`config.mk`:
```
export PLATFORM = sky130hd
export DESIGN_NAME = map104_bank_ctrl
export DESIGN_NICKNAME = d
export VERILOG_FILES = /design/src/rtl/map104_bank_ctrl_pkg.sv /design/src/rtl/map104_bank_ctrl_wr_pend.sv /design/src/rtl/map104_bank_ctrl.sv
export SDC_FILE = /design/constraint.sdc
export NUM_CORES = 1
export LEC_CHECK = 0
export CAP_MARGIN = 20
export CELL_PAD_IN_SITES_DETAIL_PLACEMENT = 1
export CELL_PAD_IN_SITES_GLOBAL_PLACEMENT = 1
export CORE_ASPECT_RATIO = 0.7
export CORE_UTILIZATION = 36
export DETAILED_ROUTE_END_ITERATION = 10
export PLACE_DENSITY_LB_ADDON = 0.1
export SLEW_MARGIN = 40
export SYNTH_ARGS = -nofsm -noshare
export SYNTH_HDL_FRONTEND = slang
export SYNTH_SLANG_ARGS = --single-unit
```
`constraint.sdc`:
```
create_clock -name m2 -period 3.14 [get_ports m2]
set_input_delay 0.314 -clock m2 [delete_from_list [all_inputs] [get_ports m2]]
set_output_delay 0.314 -clock m2 [all_outputs]
set_load 0.1 [all_outputs]
```
`src/rtl/map104_bank_ctrl_pkg.sv`:
```
// Shared definitions for the mapper 104 PRG bank controller: sequencer states,
// CPU decode masks and save-state byte layout.
package map104_bank_ctrl_pkg;

  localparam logic [2:0] ST_IDLE_V   = 3'd0;
  localparam logic [2:0] ST_XFER_V   = 3'd1;
  localparam logic [2:0] ST_CHECK_V  = 3'd2;
  localparam logic [2:0] ST_COMMIT_V = 3'd3;
  localparam logic [2:0] ST_DONE_V   = 3'd4;

  typedef enum logic [2:0] {
    ST_IDLE   = ST_IDLE_V,
    ST_XFER   = ST_XFER_V,
    ST_CHECK  = ST_CHECK_V,
    ST_COMMIT = ST_COMMIT_V,
    ST_DONE   = ST_DONE_V
  } ss_state_e;

  localparam logic [15:0] DEC_MASK  = 16'hC000;
  localparam logic [15:0] DEC_OUTER = 16'h8000;

  localparam logic [7:0] SS_IDX_BANK = 8'd0;
  localparam logic [7:0] SS_IDX_MAP  = 8'd1;

  // Register target of a CPU write, as held in the pending buffer.
  localparam logic TGT_OUTER = 1'b0;
  localparam logic TGT_INNER = 1'b1;

endpackage

```
`src/rtl/map104_bank_ctrl_wr_pend.sv`:
```
// One-entry buffer for CPU bank writes that arrive while the save-state
// sequencer is busy; a newer write replaces the older one and flags it.
module map_wr_pend (
  input  logic       m2,
  input  logic       map_rst,
  input  logic       cap_vld,
  input  logic       cap_tgt,
  input  logic [3:0] cap_dat,
  input  logic       drain,
  output logic       pend_vld,
  output logic       pend_tgt,
  output logic [3:0] pend_dat,
  output logic       wr_ovf
);

  logic       vld_q, vld_d;
  logic       tgt_q, tgt_d;
  logic [3:0] dat_q, dat_d;
  logic       ovf_q, ovf_d;

  always_comb begin
    vld_d = vld_q;
    tgt_d = tgt_q;
    dat_d = dat_q;
    ovf_d = ovf_q;
    if (cap_vld) begin
      vld_d = 1'b1;
      tgt_d = cap_tgt;
      dat_d = cap_dat;
      if (vld_q) ovf_d = 1'b1;
    end
    if (drain) vld_d = 1'b0;
  end

  always_ff @(negedge m2) begin
    if (map_rst) begin
      vld_q <= 1'b0;
      tgt_q <= 1'b0;
      dat_q <= 4'h0;
      ovf_q <= 1'b0;
    end else begin
      vld_q <= vld_d;
      tgt_q <= tgt_d;
      dat_q <= dat_d;
      ovf_q <= ovf_d;
    end
  end

  // A write captured on the drain edge itself is the newest one, so it wins.
  assign pend_vld = vld_q | cap_vld;
  assign pend_tgt = cap_vld ? cap_tgt : tgt_q;
  assign pend_dat = cap_vld ? cap_dat : dat_q;
  assign wr_ovf   = ovf_q;

endmodule

```
`src/rtl/map104_bank_ctrl.sv`:
```
// PRG outer/inner bank registers with lock, CPU write decode, and a save-state
// sequencer that dumps/restores the register image over a valid/ready channel.
module map104_bank_ctrl
  import map104_bank_ctrl_pkg::*;
#(
  parameter logic [7:0] MAP_IDX  = 8'd104,
  parameter int         SS_BYTES = 2
) (
  input  logic        m2,
  input  logic        map_rst,
  input  logic [15:0] cpu_addr,
  input  logic [7:0]  cpu_dat,
  input  logic        cpu_rw,
  input  logic        ss_start,
  input  logic        ss_dir,
  output logic        ss_valid,
  input  logic        ss_ready,
  output logic [7:0]  ss_idx,
  output logic [7:0]  ss_wdat,
  input  logic [7:0]  ss_rdat,
  output logic        ss_busy,
  output logic        ss_done,
  output logic        ss_err,
  output logic        wr_ovf,
  output logic [3:0]  prg_ou,
  output logic [3:0]  prg_in,
  output logic [6:0]  prg_hi
);

  // Byte channel: a byte moves on any m2 falling edge where ss_valid and
  // ss_ready are both high; ss_valid stays up and ss_idx holds until then.
  localparam logic [7:0] LAST_IDX = 8'(SS_BYTES - 1);

  ss_state_e  state_q, state_d;
  logic       dir_q, dir_d;
  logic [7:0] idx_q, idx_d;
  logic [7:0] stage_q, stage_d;
  logic [7:0] id_stage_q, id_stage_d;
  logic       err_q, err_d;
  logic [3:0] prg_ou_q, prg_ou_d;
  logic [3:0] prg_in_q, prg_in_d;

  logic       busy;
  logic       dec_outer, dec_inner, dec_vld;
  logic       pend_vld, pend_tgt;
  logic [3:0] pend_dat;
  logic       drain;
  logic       wr_en, wr_tgt;
  logic [3:0] wr_dat;

  assign busy      = (state_q != ST_IDLE);
  assign dec_outer = !cpu_rw && ((cpu_addr & DEC_MASK) == DEC_OUTER);
  assign dec_inner = !cpu_rw && ((cpu_addr & DEC_MASK) == DEC_MASK);
  assign dec_vld   = dec_outer | dec_inner;
  assign drain     = (state_q == ST_DONE);

  map_wr_pend u_pend (
    .m2       (m2),
    .map_rst  (map_rst),
    .cap_vld  (busy & dec_vld),
    .cap_tgt  (dec_inner),
    .cap_dat  (cpu_dat[3:0]),
    .drain    (drain),
    .pend_vld (pend_vld),
    .pend_tgt (pend_tgt),
    .pend_dat (pend_dat),
    .wr_ovf   (wr_ovf)
  );

  // Register write source: direct CPU write when idle, pending write on the
  // edge that leaves DONE (so it lands after any restore commit).
  always_comb begin
    wr_en  = 1'b0;
    wr_tgt = TGT_OUTER;
    wr_dat = 4'h0;
    if (!busy) begin
      wr_en  = dec_vld;
      wr_tgt = dec_inner;
      wr_dat = cpu_dat[3:0];
    end else if (drain) begin
      wr_en  = pend_vld;
      wr_tgt = pend_tgt;
      wr_dat = pend_dat;
    end
  end

  always_comb begin
    state_d    = state_q;
    dir_d      = dir_q;
    idx_d      = idx_q;
    stage_d    = stage_q;
    id_stage_d = id_stage_q;
    err_d      = err_q;
    prg_ou_d   = prg_ou_q;
    prg_in_d   = prg_in_q;

    if (wr_en) begin
      if (wr_tgt == TGT_INNER) prg_in_d = wr_dat;
      else if (!prg_ou_q[3])   prg_ou_d = wr_dat;
    end

    case (state_q)
      ST_IDLE: begin
        if (ss_start) begin
          state_d = ST_XFER;
          idx_d   = 8'd0;
          dir_d   = ss_dir;
          if (ss_dir) err_d = 1'b0;
        end
      end
      ST_XFER: begin
        if (ss_ready) begin
          if (dir_q) begin
            if (idx_q == SS_IDX_BANK) stage_d    = ss_rdat;
            if (idx_q == SS_IDX_MAP)  id_stage_d = ss_rdat;
          end
          idx_d = idx_q + 8'd1;
          if (idx_q == LAST_IDX) state_d = dir_q ? ST_CHECK : ST_DONE;
        end
      end
      ST_CHECK: begin
        if (id_stage_q == MAP_IDX) begin
          state_d = ST_COMMIT;
        end else begin
          err_d   = 1'b1;
          state_d = ST_DONE;
        end
      end
      ST_COMMIT: begin
        // Restored image bypasses the outer lock.
        prg_in_d = stage_q[7:4];
        prg_ou_d = stage_q[3:0];
        state_d  = ST_DONE;
      end
      ST_DONE:  state_d = ST_IDLE;
      default:  state_d = ST_IDLE;
    endcase
  end

  always_ff @(negedge m2) begin
    if (map_rst) begin
      state_q    <= ST_IDLE;
      dir_q      <= 1'b0;
      idx_q      <= 8'd0;
      stage_q    <= 8'd0;
      id_stage_q <= 8'd0;
      err_q      <= 1'b0;
      prg_ou_q   <= 4'h0;
      prg_in_q   <= 4'h0;
    end else begin
      state_q    <= state_d;
      dir_q      <= dir_d;
      idx_q      <= idx_d;
      stage_q    <= stage_d;
      id_stage_q <= id_stage_d;
      err_q      <= err_d;
      prg_ou_q   <= prg_ou_d;
      prg_in_q   <= prg_in_d;
    end
  end

  always_comb begin
    ss_wdat = 8'hFF;
    if (idx_q == SS_IDX_BANK)     ss_wdat = {prg_in_q, prg_ou_q};
    else if (idx_q == SS_IDX_MAP) ss_wdat = MAP_IDX;
  end

  assign ss_valid = (state_q == ST_XFER);
  assign ss_busy  = busy;
  assign ss_done  = (state_q == ST_DONE);
  assign ss_idx   = idx_q;
  assign ss_err   = err_q;
  assign prg_ou   = prg_ou_q;
  assign prg_in   = prg_in_q;
  assign prg_hi   = {prg_ou_q[2:0], cpu_addr[14] ? 4'hF : prg_in_q};

endmodule

```
Word-level counts from Yosys, hierarchy flattened
Cells that the tools add are included.
Word-level totals
  flip-flop bits (word level): 44
  word-level logic and storage cells: 84
  output and inout port bits: 36
  input bits: 38
Operators by class
  bitwise logic cells: 3
  reductions and logical operators: 21
  add/sub/neg operators: 1
  muxes and demuxes: 31
  equality and inequality tests: 15
Operators by type and width (number)
  4-bit two-way mux: 11
  8-bit two-way mux: 4
  8-bit case mux with 2 select lines: 1
  3-bit two-way mux: 5
  3-bit case mux with 4 select lines: 1
  4-bit AND reduction: 3
  3-bit AND reduction: 3
  8-bit by 1-bit adder with 8-bit output (second input constant): 1
  8-bit by 1-bit == test with 1-bit output (second input constant): 1
  8-bit by 7-bit == test with 1-bit output (second input constant): 1
  8-bit logical NOT: 1
  1-bit two-way mux: 8
  2-bit by 1-bit inequality test with 1-bit output (second input constant): 4
  2-bit AND reduction: 4
  2-bit nonzero test: 4
  3-bit by 2-bit == test with 1-bit output (second input constant): 2
  2-bit inequality test (second input constant): 3
  2-bit == test (second input constant): 2
  3-bit by 1-bit == test with 1-bit output (second input constant): 1
  3-bit == test (second input constant): 1
  3-bit logical NOT: 1
  3-bit nonzero test: 1
  1-bit logical AND: 2
  1-bit OR: 2
  4 further kinds: 4

Logic depth before layout (Yosys ltp)
  word-level depth: 11
  depth in mapped cells: 6
  depth with buffers taken out: 6

Cells and area by module
Synthesis repeated with hierarchy kept, for this count alone.
Second synthesis, totals
  cell total of the unflattened synthesis: 256
  area, all modules: 2303.5 sq um
By module, submodules not included
  map104_bank_ctrl: sequential area each 740.7 sq um, instances 1, cells each 233, area each 2019.4 sq um
  map_wr_pend: sequential area each 140.1 sq um, instances 1, cells each 23, area each 284.0 sq um

==> results.yml <==
sta:
  hold_viol_final: 0
  rsz0062_at_grt: "yes"
  slew_headroom: 0.570
  setup_viol: 11
  fin_ws_ns: -0.664
  final_max_slew_viol_count: 0
  tightestPinTransition_ns: 0.643
  finalClockSkew_ns: 0.0375
yosys:
  synthMuxAreaShare: 0.0739
  synth.top_cell.area_share: 0.380
  yosys.area_share.simple: 0.330
  syn_area_mm2: 0.00232
  yosys_register_bits: 44
  synth_xor_area_frac: 0.0113
  avgSynthCellArea_um2: 8.83
  postSynthCellCount: 263
  synth_top_cell_by_area: "dfxtp_1"
  synth_top_family_by_area: "simple AND/OR/NAND/NOR gates"
  synthAdderAreaFrac: 0.0162
  ys_seq_area_frac: 0.380
  async_flop_share: 0
  yosys_warnings: 0
  ys_top_cells_by_area: "dfxtp_1, mux2i_1, nand2b_1"
  synth-compound-area-share: 0.142
  ys_types: 49
  synth_edf_count: 0
  synth_ff_type: "dfxtp_1"
  syn_nets: 304
clock_tree:
  insertion_delay_ns: 0.39
  htree_levels: 2
  path_clk_slew_ns: 0.04
  cts_buffers: 5
  clock-sinks: 44
  clock_path_buffers: 2
  cts_tree: "yes"
  root_buffer: "clkbuf_8"
routing:
  drc_errors: 8
  firstDrtPassIters: 8
  num_vias: 2653
  drt-initial-drc-count: 135
  wirelength_um: 9720
  wl_per_cell_um: 20.5
  ant_nets: 0
  viasPerCell: 5.59
global_routing:
  antenna_found_initial: 0
  grt_pass1_vias: 2924
  grt_max_degree: 26
  grt_overflow_total: 0
  grt_pass1_wl_um: 15100
  grt_use_total: 0.294
worst_setup_path:
  setup.worst_path.end_class: "output pin"
  worstSetupPathType: "register to output pin"
  critPathLaunchType: "register"
  arrival_ns: 3.49
  required_ns: 2.83
  crit_fanout: 3
finish:
  multi_input_area_mm2: 0.00147
  final_cells: 475
  layout-drive-gt1-share: 0.358
  fillers: 663
  postLayoutCoreUtil: 0.651
  ff_latch_area_um2: 928
  nNetsFinal: 437
  num_antenna_cells: 0
  final_cell_mix: "inv_1, buf_12, buf_4"
  syn_to_final_growth_pct: 74.4
  final_common_cell: "inv_1"
power_and_ir_drop:
  p_per_area_mw_per_mm2: 443
  vdd_drop_max_uv: 263
  leakagePower_nw: 1.78
floorplan:
  die_h_um: 69.2
  core-area_mm2: 0.00622
  io_pins: 74
  initial_core_util: 0.373
  rows: 24
  die_area_mm2: 0.00678
  die_width_um: 98.0
place:
  port_buffers: 55
  detailed_place_hpwl_um: 6070
  post-place-ws_ns: -0.335
  gp_congestion: 0.762
  dp_cells: 416
outcome:
  outcome: "complete, but fails checks"
  violations: "DRC, setup timing"
worst_hold_path:
  hold_class: "register to register"
flow_run:
  drv_cap: 0
-- cell families after synthesis --
group,count (synthesis)
and+or+nand+nor,124
AOI/OAI and AO/OA,52
DFF,44
buffers and inverters,20
muxes,17
xor gates and xnor gates,3
adders and majority gates,3
-- worst max-delay path, stage by stage (launching register included) --
cell	delay [ns]
dfxtp_4	0.33
or4_4	0.59
nor2_8	0.13
nand2_4	0.07
or2_4	0.26
buf_12	0.17
-- synthesized netlist by cell type, types with 3 or more instances --
cell,count
o21ai_0,12
nand3_1,5
and2_1,3
buf_2,5
nor2_1,17
and4_1,4
nand3b_1,3
dfxtp_1,44
or2b_1,8
buf_4,3
xor2_1,3
a21o_1,3
inv_1,4
a221oi_1,4
or2_2,9
nand2_1,22
nor3b_1,3
a21oi_1,14
nor3_1,6
ha_1,3
o211ai_1,6
mux2i_1,16
a31oi_1,4
nand4_1,6
nand2b_1,18
a311oi_1,3
nor2b_1,5
or4_1,3
clkbuf_1,7
-- state kept, by name, indices dropped and copies added (netlist names), 3 cells and up --
name          count
id_stage_q        8
ss_idx            8
stage_q           8
prg_in            4
prg_ou            4
u_pend.dat_q      4
state_q           3
-- power breakdown --
part / internal, W / switching, W
clock network: 0.000229 / 0.000402
registers: 0.000571 / 0.0000259
logic: 0.000222 / 0.000342
total: 0.00102 / 0.000770
-- area by class of cell --
cell class,instances,area share
Clock buffer,5,0.0170
Clock inverter,47,0.0448
Inverter,3,0.00371
Multi-Input combinational cell,199,0.363
Sequential cell,44,0.229
Tap cell,78,0.0241
Timing Repair Buffer,99,0.318
-- final timing paths --
check	from	end	slack [ns]	cells past startpoint
setup / recovery	ss_idx[5]$_SDFFE_NP0P_	ss_wdat[6]	-0.66	5
hold / removal	u_pend.dat_q[3]$_SDFF_NP0_	u_pend.dat_q[3]$_SDFF_NP0_	0.48	2
setup reg to reg	state_q[2]$_SDFFE_NP0P_	prg_ou[2]$_SDFFE_NP0P_	1.07	7
hold reg to reg	u_pend.dat_q[3]$_SDFF_NP0_	u_pend.dat_q[3]$_SDFF_NP0_	0.48	2
-- per-layer routing --
layer,part of all wire,wire length [um],GRT usage,up-vias
met4,0.026,249,0.160,0
met5,0,0,0,-
met3,0.067,653,0.103,20
met2,0.48,4670,0.473,127
li1,-,-,-,1208
met1,0.43,4150,0.343,1298
-- through the flow --
step	area [um2]	setup TNS (ns)	total power, W	hold WS, ns
6_report	4050	-5.52	0.00179	0.477
5_1_grt	4050	-6.04	0.00190	0.504
4_1_cts	3990	-5.32	0.00178	0.471
3_5_place_dp	3670	-9.02	0.00123	0.466
3_3_place_gp	3670	-7.22	0.00122	0.463
2_1_floorplan	2480	-3.55	0.00102	0.447
-- timing repair --
| action | CTS | global route |
|---|---|---|
| resized for setup | 9 | 13 |
| hold buffers | 0 | 0 |
| setup buffers | 6 | 2 |
| pin swaps | 3 | 4 |
| setup endpoints to repair | 12 | 21 |
Power figures use the tool's default switching activity.
